[config.mk]
export PLATFORM = sky130hd
export DESIGN_NAME = psum_accum_buf
export DESIGN_NICKNAME = d
export VERILOG_FILES = /design/src/rtl/psum_pkg.sv /design/src/rtl/psum_add_tree.sv /design/src/rtl/psum_accum_buf.sv
export SDC_FILE = /design/constraint.sdc
export NUM_CORES = 2
export LEC_CHECK = 0
export CORE_UTILIZATION = 35
export CTS_BUF_LIST = sky130_fd_sc_hd__clkbuf_4
export DETAILED_ROUTE_END_ITERATION = 16
export GPL_ROUTABILITY_DRIVEN = 0
export SYNTH_ARGS = -nofsm -noshare
export SYNTH_HDL_FRONTEND = slang
export SYNTH_SLANG_ARGS = --single-unit
[constraint.sdc]
create_clock -name clk -period 8.3 [get_ports clk]
set_clock_uncertainty 0.05 [all_clocks]
set_input_delay 1.66 -clock clk [delete_from_list [all_inputs] [get_ports clk]]
set_output_delay 1.66 -clock clk [all_outputs]
set_load 0.02 [all_outputs]
[src/rtl/psum_pkg.sv]
// psum_pkg: shared widths, output queue depth and saturation bounds
// for the partial-sum accumulation buffer.
package psum_pkg;

  localparam int NUM_PE_D   = 4;
  localparam int IN_W_D     = 25;
  localparam int DATA_W_D   = 28;
  localparam int DEPTH_D    = 61;
  localparam int OUTQ_DEPTH = 4;

  function automatic logic signed [63:0] sat_max(
    input int w
  );
    return (64'sd1 <<< (w - 1)) - 64'sd1;
  endfunction

  function automatic logic signed [63:0] sat_min(
    input int w
  );
    return -(64'sd1 <<< (w - 1));
  endfunction

endpackage

[src/rtl/psum_add_tree.sv]
// psum_add_tree: registered signed sum of NUM_PE PE inputs plus a base.
// Ports: clk, rst_n, en (load), pe_data, base (old value), sum_q.
module psum_add_tree
  import psum_pkg::*;
#(
  parameter int NUM_PE = NUM_PE_D,
  parameter int IN_W   = IN_W_D,
  parameter int DATA_W = DATA_W_D,
  parameter int SUM_W  = DATA_W_D + 4
) (
  input  logic                     clk,
  input  logic                     rst_n,
  input  logic                     en,
  input  logic [NUM_PE*IN_W-1:0]   pe_data,
  input  logic signed [DATA_W-1:0] base,
  output logic signed [SUM_W-1:0]  sum_q
);

  logic signed [SUM_W-1:0] acc;

  always_comb begin
    acc = SUM_W'(base);
    for (int i = 0; i < NUM_PE; i++) begin
      acc = acc
          + SUM_W'($signed(pe_data[i*IN_W +: IN_W]));
    end
  end

  always_ff @(posedge clk or negedge rst_n) begin
    if (!rst_n) begin
      sum_q <= '0;
    end else if (en) begin
      sum_q <= acc;
    end
  end

endmodule

[src/rtl/psum_accum_buf.sv]
// psum_accum_buf: multi-pass PE partial-sum accumulator with a DEPTH
// buffer, 2-stage add/clip pipe and a 4-entry valid/ready output queue.
// Ports: clk, rst_n, clear, in_valid/in_ready, in_first, in_last,
// pe_data, out_valid/out_ready/out_data, pass_done, sat_flag.
module psum_accum_buf
  import psum_pkg::*;
#(
  parameter int NUM_PE = NUM_PE_D,
  parameter int IN_W   = IN_W_D,
  parameter int DATA_W = DATA_W_D,
  parameter int DEPTH  = DEPTH_D,
  parameter int SAT    = 1
) (
  input  logic                   clk,
  input  logic                   rst_n,
  input  logic                   clear,
  input  logic                   in_valid,
  output logic                   in_ready,
  input  logic                   in_first,
  input  logic                   in_last,
  input  logic [NUM_PE*IN_W-1:0] pe_data,
  output logic                   out_valid,
  input  logic                   out_ready,
  output logic [DATA_W-1:0]      out_data,
  output logic                   pass_done,
  output logic                   sat_flag
);

  localparam int AW    = $clog2(DEPTH);
  localparam int SUM_W = DATA_W + 4;
  localparam int PW    = $clog2(OUTQ_DEPTH);
  localparam int CW    = PW + 1;
  localparam logic signed [63:0] SMAX =
    sat_max(DATA_W);
  localparam logic signed [63:0] SMIN =
    sat_min(DATA_W);
  localparam logic [AW-1:0] LAST_A =
    AW'(DEPTH - 1);

  logic [DATA_W-1:0] ram [DEPTH];
  logic [DATA_W-1:0] q   [OUTQ_DEPTH];

  logic                     rdy_en;
  logic [AW-1:0]            addr;
  logic [AW-1:0]            s1_addr;
  logic [AW-1:0]            s2_addr;
  logic                     s1_v;
  logic                     s1_last;
  logic                     s2_v;
  logic                     s2_last;
  logic signed [SUM_W-1:0]  s1_sum;
  logic signed [DATA_W-1:0] s2_data;
  logic signed [DATA_W-1:0] old_val;
  logic signed [DATA_W-1:0] res;
  logic signed [63:0]       sum64;
  logic                     ovf;
  logic [PW-1:0]            wr_ptr;
  logic [PW-1:0]            rd_ptr;
  logic [CW-1:0]            q_cnt;
  logic [CW:0]              pending;
  logic                     accept;
  logic                     enq;
  logic                     deq;

  // Credit covers queued results plus last beats still in the pipe,
  // so an accepted last beat always finds a free queue slot.
  assign pending = (CW+1)'(q_cnt)
                 + (CW+1)'(s1_v & s1_last)
                 + (CW+1)'(s2_v & s2_last);
  assign in_ready = rdy_en && !clear
                 && (pending < (CW+1)'(OUTQ_DEPTH));
  assign accept = in_valid && in_ready;
  assign old_val = in_first ? '0 : $signed(ram[addr]);

  assign enq = s2_v && s2_last && !clear;
  assign deq = out_valid && out_ready;
  assign out_valid = (q_cnt != '0);
  assign out_data = q[rd_ptr];

  psum_add_tree #(
    .NUM_PE (NUM_PE),
    .IN_W   (IN_W),
    .DATA_W (DATA_W),
    .SUM_W  (SUM_W)
  ) u_tree (
    .clk     (clk),
    .rst_n   (rst_n),
    .en      (accept),
    .pe_data (pe_data),
    .base    (old_val),
    .sum_q   (s1_sum)
  );

  always_comb begin
    sum64 = 64'(s1_sum);
    ovf = (sum64 > SMAX) || (sum64 < SMIN);
    res = s1_sum[DATA_W-1:0];
    if (SAT != 0 && sum64 > SMAX) begin
      res = SMAX[DATA_W-1:0];
    end else if (SAT != 0 && sum64 < SMIN) begin
      res = SMIN[DATA_W-1:0];
    end
  end

  always_ff @(posedge clk or negedge rst_n) begin
    if (!rst_n) begin
      rdy_en    <= 1'b0;
      addr      <= '0;
      s1_v      <= 1'b0;
      s1_last   <= 1'b0;
      s1_addr   <= '0;
      s2_v      <= 1'b0;
      s2_last   <= 1'b0;
      s2_addr   <= '0;
      s2_data   <= '0;
      pass_done <= 1'b0;
      sat_flag  <= 1'b0;
      wr_ptr    <= '0;
      rd_ptr    <= '0;
      q_cnt     <= '0;
      for (int i = 0; i < OUTQ_DEPTH; i++) begin
        q[i] <= '0;
      end
    end else begin
      rdy_en <= 1'b1;
      if (clear) begin
        addr      <= '0;
        s1_v      <= 1'b0;
        s2_v      <= 1'b0;
        pass_done <= 1'b0;
        sat_flag  <= 1'b0;
        wr_ptr    <= '0;
        rd_ptr    <= '0;
        q_cnt     <= '0;
      end else begin
        s1_v      <= accept;
        s1_last   <= in_last;
        s1_addr   <= addr;
        s2_v      <= s1_v;
        s2_last   <= s1_last;
        s2_addr   <= s1_addr;
        s2_data   <= res;
        pass_done <= accept && (addr == LAST_A);
        if (accept) begin
          addr <= (addr == LAST_A) ? '0
                                   : addr + 1'b1;
        end
        if (s1_v && ovf) begin
          sat_flag <= 1'b1;
        end
        if (enq) begin
          q[wr_ptr] <= s2_data;
          wr_ptr    <= wr_ptr + 1'b1;
        end
        if (deq) begin
          rd_ptr <= rd_ptr + 1'b1;
        end
        q_cnt <= q_cnt + CW'(enq) - CW'(deq);
      end
    end
  end

  // Buffer RAM is intentionally not reset.
  always_ff @(posedge clk) begin
    if (s2_v && !s2_last && !clear) begin
      ram[s2_addr] <= s2_data;
    end
  end

endmodule

==> flow_summary.toml <==
[grt]
grt.total_usage_pct = 19.0
grt_first_pass_wirelength_microns = 307000
grt_util_met3_pct = 4.53
grt-ovfl-total = 0
grt_start_max_net_pins = 94
first_global_vias = 43400
grt_antenna_before_repair = 10
grt_use_met1_pct = 25.6
most_used_routing_layer_in_global_routing = "met2"
use_met2_pct = 30.0

[synth]
synth_fp_nets = 4183
syn-mean-instance-area_sq_um = 19.9
synth_common_cells = "edfxtp_1 (1708), mux4_2 (541), dfrtp_1 (204), nand2_1 (158), inv_1 (149)"
yosys_warnings = 0
yosysMostFrequentCell = "edfxtp_1"
main_synth_ff_type = "edfxtp_1"
netlist_area_sq_um = 78700
yosys.cell_types.count = 70
seq_area_frac_synth_pct = 71.7
synthTopCellsByArea = "edfxtp_1 (65%), mux4_2 (15%), dfrtp_1 (6.5%)"
yosys.area.top_type_share_pct = 65.2
cell_count_after_synthesis = 3947
postSynthRegisterBits = 1912
synth_largest_area_cell = "edfxtp_1"
synth_enable_flop_cells = 1708
async_reset_ff_share_pct = 10.7

[timing]
grt_setup_unrepaired = "false"
report.final.slew_viol_count = 0
post-route-min-period_ns = 7.92
setup-violations-final = 0
final_cycle_share_pct = 95.4
tightest_slew_ns = 1.19
slew-limit-headroom_pct = 20.8
tns_ns = 0
highest_attainable_clock_frequency_mhz = 126
finalHoldViolCount = 0

[clock_network]
max-clock-path-buffers = 4
clock_insertion_delay_worst_skew_ns = 1.40
postCtsSetupRepairBufs = 0
cts.root.buffer_cell = "clkbuf_4"
clock_sink_count = 1912
numCtsBuffers = 486
htreeDepth = 5
cts.reportedPaths.clkPinSlew_ns = 0.07
cts_tree = "built"

[placement]
dpl-instance-area_sq_um = 85100
hpwl_after_detailed_placement_microns = 121000
numPlacedInstances = 7051
portBuffers = 138

[floorplanning]
row_count = 173
die-width_microns = 476
die_area_sq_um = 227000
core_region_area_sq_um = 223000
io_pins = 139
floorplan.die.height_microns = 476
start_util_pct = 35.3

[finish]
post_route_cells_drive_above_1_share_pct = 34.7
area_growth_from_synthesis_to_layout_pct = 15.9
final_design_area_no_fill_sq_um = 91200
finished_layout_cells = 7910
final_nets = 4800

[job]
maxCapViolCount = 0

[setup_path]
cpLargestDelayFamily = "adder cells"
end_kind = "flop"
cp-startpoint = "addr[0]"
worst_ep_arrival_time_ns = 9.22
criticalPathCategory = "reg -> reg"
worst-path-buf-inv = 3
timing.critical_path.mode_cell = "fa_1"
regToRegStartpoint = "addr[0]"
cp.required_ns = 9.60
worstPathMaxFanout = 22
critical_path.max_stage_delay_ns = 0.63
standard_cell_with_the_maximum_stage_delay_on_the_critical_path = "dfrtp_4"
startpoint_type_of_the_worst_setup_path = "flop"

[pwr]
power.static_leakage_nw = 30.2
power_per_cell_area_nw_per_um2 = 273
peakVddDrop_mv = 0.213
final_power_w = 0.0249

[drt]
number_of_nets_still_failing_antenna_checks_after_routing = 0
route.detailed.wl_per_inst_microns = 27.2
detailroute.via_count = 42300
wirelength_microns = 215000
drc = 0
detailedRoute.firstIterationViolations = 4599
firstDrtPassIters = 7
detail_route.vias_per_cell = 5.35

[outcome]
outcome = "completed"

[worst_hold_path]
worstHoldPathType = "in -> async"
==> power breakdown <==
| group | internal (W) | switching (W) |
|---|---|---|
| Clock | 0.00397 | 0.00374 |
| Combinational | 0.00155 | 0.00329 |
| Sequential | 0.0119 | 0.000407 |
==> kinds of logic (layout without fill, tap and decap cells) <==
kind of cell	count (synthesis)	after routing	synth area share, %
compound gates	368	368	3.04
xor+xnor	38	38	0.423
fa+ha+maj	129	129	2.63
buf+inv	354	1333	1.83
flops	1912	1912	71.7
mux	707	707	17.8
other cells	1	10	0.00477
simple gates	438	438	2.57
==> state kept, by name (all words and copies together) (netlist names), 2 cells and up <==
| name | flops |
|---|---|
| u_tree.sum_q | 32 |
| ram | 1708 |
| q_cnt | 3 |
| q | 112 |
| s1_addr | 6 |
| s2_addr | 6 |
| addr | 6 |
| rd_ptr | 2 |
| wr_ptr | 2 |
| s2_data | 28 |
==> final timing paths <==
path / slack (ns) / cells past startpoint / end
worst max-delay path: 0.38 / 25 / u_tree.sum_q[26]
worst min-delay path: 0.25 / 1 / q_cnt[1]
worst max register to register: 0.38 / 25 / u_tree.sum_q[26]
worst min register to register: 0.42 / 1 / s2_addr[4]
max in group asynchronous: 6.57 / 2 / q[87]
min in group clk: 0.42 / 1 / s2_addr[4]
==> stage by stage <==
| step | util, % | setup slack, ns | hold WS [ns] |
|---|---|---|---|
| after global routing | 40.9 | 0.0222 | 0.202 |
| after CTS | 40.9 | 0.309 | 0.106 |
| final | 40.9 | 0.379 | 0.251 |
| after global placement | 38.2 | 0.165 | 0.411 |
| after detailed placement | 38.2 | 0.119 | 0.418 |
| after floorplan | - | 0.827 | 0.396 |
==> cells in the final DEF, fill, tap and decap left out, types with 23 or more instances in the layout <==
master	instances
nor2_1	56
edfxtp_1	1708
clkbuf_4	706
fa_1	61
nand3_1	38
nand2_1	158
nand2b_1	25
ha_1	68
mux2i_1	36
o21ai_0	88
dfrtp_2	27
inv_1	149
nor2_4	61
buf_4	174
a21oi_1	100
a21o_1	23
mux4_2	541
dfrtp_1	170
mux2_2	129
clkinv_1	116
clkdlybuf4s50_1	136
==> layer usage <==
layer | part of all wire, % | up-vias
li1 | - | 17700
met1 | 41 | 22500
met2 | 48 | 1871
met3 | 8.3 | 329
met4 | 2.6 | 6
met5 | 0.020 | -
==> repair_timing <==
item                                    CTS  global route
hold buffers                              0             0
resized for setup                         0             8
endpoints found under the setup margin    0             5
hold endpoints to repair                  0             0
==> final cells by class <==
| cell class | instances | area [sq um] |
|---|---|---|
| Antenna cell | 9 | 22.5 |
| Clock buffer | 706 | 5300 |
| Clock inverter | 144 | 661 |
| Fill cell | 19800 | 132000 |
| Inverter | 150 | 563 |
| Multi-Input combinational cell | 1681 | 21300 |
| Sequential cell | 1912 | 56500 |
| Tap cell | 2975 | 3720 |
| Timing Repair Buffer | 333 | 3120 |
No activity file was read; power rests on OpenSTA's default activity.
